**src/rtl/core_pkg.sv**
```systemverilog
// core_pkg: shared opcode, pc_sel, fault and state encodings for the core sequencer
package core_pkg;
  localparam logic [2:0] OP_ADD  = 3'b000;
  localparam logic [2:0] OP_ADDI = 3'b001;
  localparam logic [2:0] OP_SUBI = 3'b010;
  localparam logic [2:0] OP_BEQ  = 3'b011;
  localparam logic [2:0] OP_JALR = 3'b100;
  localparam logic [1:0] PC_INC = 2'b00;
  localparam logic [1:0] PC_BR  = 2'b01;
  localparam logic [1:0] PC_REG = 2'b10;
  localparam logic [1:0] FAULT_NONE    = 2'b00;
  localparam logic [1:0] FAULT_ILLEGAL = 2'b01;
  localparam logic [1:0] FAULT_TIMEOUT = 2'b10;
  localparam logic [2:0] S_IDLE      = 3'd0;
  localparam logic [2:0] S_FETCH     = 3'd1;
  localparam logic [2:0] S_DECODE    = 3'd2;
  localparam logic [2:0] S_EXECUTE   = 3'd3;
  localparam logic [2:0] S_WRITEBACK = 3'd4;
  localparam logic [2:0] S_HALT      = 3'd5;
  localparam logic [2:0] S_TRAP      = 3'd6;
  function automatic logic is_legal(input logic [2:0] op);
    return op <= OP_JALR;
  endfunction
endpackage

```
**src/rtl/fetch_watchdog.sv**
```systemverilog
// fetch_watchdog: counts FETCH cycles without ack; timeout on the LIMIT-th such cycle
// ports: clk, reset (async active-low), active (in FETCH), ack (imem_ack), timeout
module fetch_watchdog #(
  parameter int unsigned LIMIT = 15
) (
  input  logic clk,
  input  logic reset,
  input  logic active,
  input  logic ack,
  output logic timeout
);
  logic [7:0] cnt;
  always_ff @(posedge clk or negedge reset)
    if (!reset) cnt <= '0;
    else cnt <= (active && !ack) ? cnt + 8'd1 : '0;
  // fires in the cycle the count reaches LIMIT, so the FSM leaves after exactly LIMIT waits
  assign timeout = active && !ack && (cnt + 8'd1 == LIMIT[7:0]);
endmodule

```
**src/rtl/core_sequencer.sv**
```systemverilog
// core_sequencer: multi-cycle fetch/decode/execute/writeback control FSM with debug halt
// ports: clk, reset (async active-low), opcode/jalr_link/branch_taken/imem_ack/halt_req/step in;
//        imem_req, ir_load, pc_load, pc_sel, reg_we, wb_sel, halted, trap, fault_code,
//        retired, retire_count out
module core_sequencer
  import core_pkg::*;
#(
  parameter int unsigned FETCH_TIMEOUT = 15
) (
  input  logic        clk,
  input  logic        reset,
  input  logic [2:0]  opcode,
  input  logic        jalr_link,
  input  logic        branch_taken,
  input  logic        imem_ack,
  input  logic        halt_req,
  input  logic        step,
  output logic        imem_req,
  output logic        ir_load,
  output logic        pc_load,
  output logic [1:0]  pc_sel,
  output logic        reg_we,
  output logic        wb_sel,
  output logic        halted,
  output logic        trap,
  output logic [1:0]  fault_code,
  output logic        retired,
  output logic [15:0] retire_count
);
  logic [2:0] state, next;
  logic timeout, beq_ex, wb, jalr;
  fetch_watchdog #(.LIMIT(FETCH_TIMEOUT)) u_wd (
    .clk(clk), .reset(reset), .active(imem_req), .ack(imem_ack), .timeout(timeout)
  );
  assign imem_req = state == S_FETCH;
  assign ir_load  = imem_req && imem_ack;
  assign beq_ex   = state == S_EXECUTE && opcode == OP_BEQ;
  assign wb       = state == S_WRITEBACK;
  assign jalr     = opcode == OP_JALR;
  assign retired  = beq_ex || wb;
  assign pc_load  = retired;
  assign pc_sel   = beq_ex ? (branch_taken ? PC_BR : PC_INC) : (wb && jalr) ? PC_REG : PC_INC;
  assign reg_we   = wb && (!jalr || jalr_link);
  assign wb_sel   = wb && jalr;
  assign halted   = state == S_HALT;
  assign trap     = state == S_TRAP;
  always_comb begin
    next = S_TRAP;
    case (state)
      S_IDLE:      next = halt_req ? S_HALT : S_FETCH;
      S_FETCH:     next = imem_ack ? S_DECODE : timeout ? S_TRAP : S_FETCH;
      S_DECODE:    next = is_legal(opcode) ? S_EXECUTE : S_TRAP;
      S_EXECUTE:   next = S_WRITEBACK;
      S_HALT:      next = (step || !halt_req) ? S_FETCH : S_HALT;
      default:     next = S_TRAP;
    endcase
    // halt requests are only honoured once the instruction has retired
    if (retired) next = halt_req ? S_HALT : S_FETCH;
  end
  always_ff @(posedge clk or negedge reset)
    if (!reset) begin
      state        <= S_IDLE;
      fault_code   <= FAULT_NONE;
      retire_count <= '0;
    end else begin
      state <= next;
      if (timeout) fault_code <= FAULT_TIMEOUT;
      else if (state == S_DECODE && !is_legal(opcode)) fault_code <= FAULT_ILLEGAL;
      if (retired) retire_count <= retire_count + 16'd1;
    end
endmodule
```
**config.mk**
```make
export PLATFORM = sky130hd
export DESIGN_NAME = core_sequencer
export DESIGN_NICKNAME = d
export VERILOG_FILES = /design/src/rtl/core_pkg.sv /design/src/rtl/fetch_watchdog.sv /design/src/rtl/core_sequencer.sv
export SDC_FILE = /design/constraint.sdc
export NUM_CORES = 1
export LEC_CHECK = 0
export BUFFER_PORTS_ARGS = -buffer_cell sky130_fd_sc_hd__buf_4
export CAP_MARGIN = 30
export CELL_PAD_IN_SITES_DETAIL_PLACEMENT = 0
export CELL_PAD_IN_SITES_GLOBAL_PLACEMENT = 1
export CORE_AREA = 2 2 66 68
export CTS_CLUSTER_DIAMETER = 50
export DETAILED_ROUTE_END_ITERATION = 12
export DIE_AREA = 0 0 68 70
export HOLD_SLACK_MARGIN = 0.1
export MAX_ROUTING_LAYER = met4
export PLACE_DENSITY = 0.78
export SYNTH_ARGS = -nofsm -noshare
export SYNTH_HDL_FRONTEND = slang
export SYNTH_SLANG_ARGS = --single-unit
```
**constraint.sdc**
```tcl
create_clock -name clk -period 2.4 [get_ports clk]
set_clock_uncertainty 0.2 [all_clocks]
set_input_delay 0.12 -clock clk [delete_from_list [all_inputs] [get_ports clk]]
set_output_delay 0.12 -clock clk [all_outputs]
set_load 0.1 [all_outputs]
```
# ---- Word-level counts from Yosys, hierarchy flattened
# Cells that the tools add are included.
dict set report totals {
  register_bits 29
  elab_cells 45
}
dict set report op_classes {
  n_addsub 2
  magnitude_cmp 1
  n_eq_ne 9
  muxes 13
  reduce_logical 16
}
# op n
set ops {}
lappend ops {{$mux W3} 6}
lappend ops {{$add A16 B1 Y16 const B} 1}
lappend ops {{$pmux W3 S5} 1}
lappend ops {{$eq A3 B3 Y1 const B} 4}
lappend ops {{$eq A3 B2 Y1 const B} 3}
lappend ops {{$add A8 B1 Y8 const B} 1}
lappend ops {{$eq A8 B4 Y1 const B} 1}
lappend ops {{$mux W2} 4}
lappend ops {{$mux W8} 1}
lappend ops {{$logic_and A1 B1 Y1} 7}
lappend ops {{$logic_not A1 Y1} 4}
lappend ops {{$eq A3 B1 Y1 const B} 1}
lappend ops {{$le A3 B3 Y1 const B} 1}
lappend ops {{$logic_not A3 Y1} 1}
lappend ops {{$logic_or A1 B1 Y1} 3}
lappend ops {{$reduce_bool A2 Y1} 1}
lappend ops {{$mux W1} 1}

# ---- Depth between registers and ports, before layout
dict set report depth {
  word_depth 7
  depth_mapped 7
  mapped_depth_nobuf 6
}

# ---- Modules after synthesis
# From an unflattened synthesis, not the netlist that was laid out.
dict set report unflattened {
  cells_unflattened 145
  hier_area_um2 1522.7
}
# module n_inst cells_per_inst area_each_um2 seq_area_each_um2
set by_module_without_submodules {}
lappend by_module_without_submodules {core_sequencer 1 104 1107.3 525.5}
lappend by_module_without_submodules {fetch_watchdog 1 41 415.4 200.2}

# ---- Worst setup path before layout
# OpenSTA, ideal clock, no wires.
dict set report synth_path {
  path_kind {register to register}
  from {reg state[1]}
  to {reg state[1]}
  arrival_ns 3.199
  t_required_ns 2.120
  setup_slack_ns -1.079
  path_stages_with_launch 7
  n_path_buf 1
  path_cell_list {dfrtp_1 > buf_2 > or2b_1 > nor2_1 > and2_1 > a211oi_1 > a21oi_2}
}
dict set report synth_via {
  elab_chain_len 7
  word_cells_on_any_way 14
  cone_classes {eq/ne: 5; mux: 4; reduce/logical: 5}
}
# element line_no
set synth_rtl {}
lappend synth_rtl {{start, declared} core_sequencer.sv:30} ;# logic [2:0] state, next;
lappend synth_rtl {{start signal, assigned} core_sequencer.sv:66} ;# state <= next;
lappend synth_rtl {{$eq A3 B1 Y1 (*)} core_sequencer.sv:35} ;# assign imem_req = state == S_FETCH;
lappend synth_rtl {{net imem_req} core_sequencer.sv:18} ;# output logic imem_req,
lappend synth_rtl {{$logic_and A1 B1 Y1 (2 in a row)} fetch_watchdog.sv:17} ;# assign timeout = active && !ack && (cnt + 8'd1 == LIMIT[7:0]);
lappend synth_rtl {{$mux W3 (2 in a row)} core_sequencer.sv:51} ;# S_FETCH: next = imem_ack ? S_DECODE : timeout ? S_TRAP : S_FETCH;
lappend synth_rtl {{$pmux W3 S5 (*)} core_sequencer.sv:49} ;# case (state)
lappend synth_rtl {{$mux W3 (*)} core_sequencer.sv:58} ;# if (retired) next = halt_req ? S_HALT : S_FETCH;
lappend synth_rtl {{net next[1]} core_sequencer.sv:30}
# The timed path passes the listed nets; every way through them passes the cells marked *.
# A chain may end at the register's enable or synchronous reset.

# ---- Final worst setup path
dict set report layout_path {
  from {in imem_ack}
  to {reg state[1]}
}
dict set report layout_via {
  elab_chain_len 7
}
# element line_no
set layout_rtl {}
lappend layout_rtl {{start, declared} core_sequencer.sv:15} ;# input logic imem_ack,
lappend layout_rtl {{$logic_not A1 Y1} fetch_watchdog.sv:17}
lappend layout_rtl {{$logic_and A1 B1 Y1 (2 in a row)} fetch_watchdog.sv:17}
lappend layout_rtl {{$mux W3} core_sequencer.sv:51}
lappend layout_rtl {{$mux W3 (*)} core_sequencer.sv:51}
lappend layout_rtl {{$pmux W3 S5 (*)} core_sequencer.sv:49}
lappend layout_rtl {{$mux W3 (*)} core_sequencer.sv:58}
lappend layout_rtl {{net next[1]} core_sequencer.sv:30}
# Marks and branches as above.

==> impl_metrics.json <==
{
  "status": "finished clean",
  "cp_slowest_cell": "or4b_1",
  "die-area_sq_um": 4760,
  "vias_per_cell": 5.02,
  "peakVddDrop_uv": 836,
  "end_kind": "flip-flop",
  "maxSlewHeadroom_pct": 63.2,
  "numCtsBuffers": 5,
  "syn2layout_area_growth_pct": 30.7,
  "critPathMaxFanout": 3,
  "finalPower_w": 0.00242,
  "path_cells": "dlygate4sd3_1 > buf_4 > or4b_1 > nor2_4 > nand2_2 > or4_4 > a21oi_2",
  "synth_top_cell_area_share_pct": 46.8,
  "holdCritPathClass": "in -> async",
  "synth_area_sq_um": 1550,
  "placed_cells": 240,
  "ys.flop_type": "dfrtp_1",
  "worst_slew_pin_slew_ps": 544,
  "synth.avg_cell_area_sq_um": 10.1,
  "clock_latency_ps": 280,
  "cp-start-kind": "input pin",
  "n_fill_cell": 425,
  "grt_max_degree": 30,
  "ys_seq_area_share_pct": 46.8,
  "gp_congestion": 0.753,
  "root_buffer": "clkbuf_8",
  "p_clk_share_pct": 18.1,
  "synth_cell_types": 44,
  "die_w_um": 68,
  "setup_viol": 0,
  "yosys.area.top_type": "dfrtp_1",
  "io_buffers": 37,
  "num_vias": 1260,
  "grt_overflow": 0,
  "async_reset_ff_share_pct": 100,
  "yosys-top-cells-count": "dfrtp_1 (29), nor2_1 (13), xnor2_1 (13), nand2_1 (9), xor2_1 (9)",
  "h-tree-depth": 2,
  "antennaDiodeCount": 0,
  "drv_cap": 0,
  "p_int_w": 0.00116,
  "drtAntennaViolNets": 0,
  "grt.total_usage_pct": 15.1,
  "drc": 0,
  "synth-edff-count": 0,
  "power_frac_comb_pct": 53.7,
  "power_switching_w": 0.00127,
  "clk_pin_slew_ps": 60,
  "grt_setup_unrepaired": "false",
  "whs_ps": 95.8,
  "hpwlAfterDp_mm": 2.40,
  "max_stage_delay_ps": 600,
  "power_density_nw_per_um2": 1190,
  "hold_viol_final": 0,
  "grt_pass1_vias": 1174,
  "wl_per_cell_um": 12.6,
  "coreArea_sq_um": 4140,
  "p_seq_share_pct": 28.2,
  "initial_core_util_pct": 37.4,
  "drt-pass1-iter-count": 4,
  "grt_antenna_before_repair": 0,
  "synth.most_common_cell": "dfrtp_1",
  "slew_viol_final": 0,
  "finalWirelength_mm": 3.17,
  "regArea_sq_um": 726,
  "leakage_nw": 0.946,
  "syn_nets": 167,
  "rows": 24,
  "die_h_um": 70,
  "ys_ff_latch": 29,
  "setup_tns_ps": 0,
  "drive_above_1_share_pct": 29.1,
  "cts_buffer_depth": 2,
  "first_iter_violations": 32,
  "critPathArrivalTime_ps": 2270,
  "clkSinkCount": 29,
  "period_needed_ps": 2260,
  "ios": 38,
  "grt_pass1_wl_mm": 5.35,
  "max_freq_ghz": 0.442,
  "worstSetupPathType": "in -> reg",
  "syn_inst": 154,
  "synth_warnings": 0,
  "cts_tree": "yes",
  "fin_crit_sh_pct": 94.3,
  "swShare_pct": 52.2,
  "finalNetCount": 211,
  "ys_top_cells_by_area": "dfrtp_1 (47%), xnor2_1 (7.3%), xor2_1 (5.1%)",
  "required_ps": 2410,
  "multi_input_area_sq_um": 779,
  "final_cells": 251
}
-- layout by cell type (no fill, tap or decap), drive strengths merged --
master	netlist	final
nor2	14	14
o211ai	1	1
mux2	1	1
nand4bb	1	1
nand4	7	7
a21o	1	1
nor4b	1	1
xor2	9	9
a22oi	1	1
or2	1	1
nor3b	2	2
and2	4	4
buf	5	41
a211oi	2	2
inv	5	5
nor3	3	3
and4	3	3
or4b	1	1
a41oi	1	1
ha	3	3
dfrtp	29	29
xnor2	13	13
nand3	6	6
and3	6	6
nand2	10	10
o22a	1	1
a32oi	1	1
and3b	2	2
clkbuf	2	7
a21oi	3	3
dlygate4sd3	0	3
nand2b	1	1
nor2b	2	2
nor4	2	2
o21a	1	1
o21ai	6	6
or2b	1	1
clkinv	0	1
or4	2	2
-- final cells by class --
cell class | count | area share [%]
Tap cell | 52 | 3.21
Timing Repair Buffer | 44 | 16.7
Sequential cell | 29 | 35.8
Inverter | 5 | 0.925
Clock buffer | 7 | 4.75
Multi-Input combinational cell | 113 | 38.4
Clock inverter | 1 | 0.247
-- sequential cells by signal, indices dropped and copies added (netlist names) --
register and flops:
retire_count 16, state 3, fault_code 2, u_wd.cnt 8
-- critical path, delay by kind of cell --
family / cells / cell delay [ps]
buffers and inverters: 2 / 660
AO/OA/AOI/OAI: 1 / 140
AND/OR/NAND/NOR: 4 / 1340
-- worst paths after layout --
path,from,endpoint,slack (ps),cells past startpoint
min in group clk,opcode[2],fault_code[1],130,4
hold / removal,reset,retire_count[15],100,2
setup reg to reg,state[1],state[1],210,5
max in group asynchronous,reset,u_wd.cnt[6],1630,2
setup / recovery,imem_ack,state[1],140,7
hold reg to reg,retire_count[15],retire_count[15],280,1
-- cells by family after synthesis --
group	Yosys count	synth area share, %
xor gates and xnor gates	22	12.4
adders and majority gates	3	2.42
muxes	1	0.726
buffers and inverters	12	3.87
AOI/OAI and AO/OA	18	7.74
DFF	29	46.8
and+or+nand+nor	69	26.0
-- layer usage --
metal / vias to the layer above / wire, um / track usage (%)
met4: 0 / 27 / 5.78
met5: - / 0 / -
met3: 4 / 186 / 4.51
met2: 36 / 1410 / 21.1
li1: 628 / - / -
met1: 592 / 1550 / 20.5
-- power groups by stage --
| stage | Clock, W | Combinational, W | Sequential, W |
|---|---|---|---|
| after floorplan | 0 | 0.000712 | 0.00102 |
| after global placement | 0 | 0.00130 | 0.000682 |
| after detailed placement | 0 | 0.00130 | 0.000691 |
| after CTS | 0.000456 | 0.00131 | 0.000684 |
| after global routing | 0.000481 | 0.00137 | 0.000701 |
| final | 0.000438 | 0.00130 | 0.000683 |
-- timing repair --
action                                  in CTS  in global routing
hold endpoints to repair                    32                  0
endpoints found under the setup margin       0                  0
hold buffers                                 3                  0
setup buffers                                0                  0
resized for setup                            0                  0
-- metrics by stage --
stage,util [%],worst slack (ps),instance area (sq um)
CTS,48.9,143,2030
detailed placement,45.8,224,1900
floorplan,-,44.3,1570
finish,48.9,138,2030
global placement,45.8,265,1900
global route,48.9,60.7,2030
No activity file was read; power rests on OpenSTA's default activity.
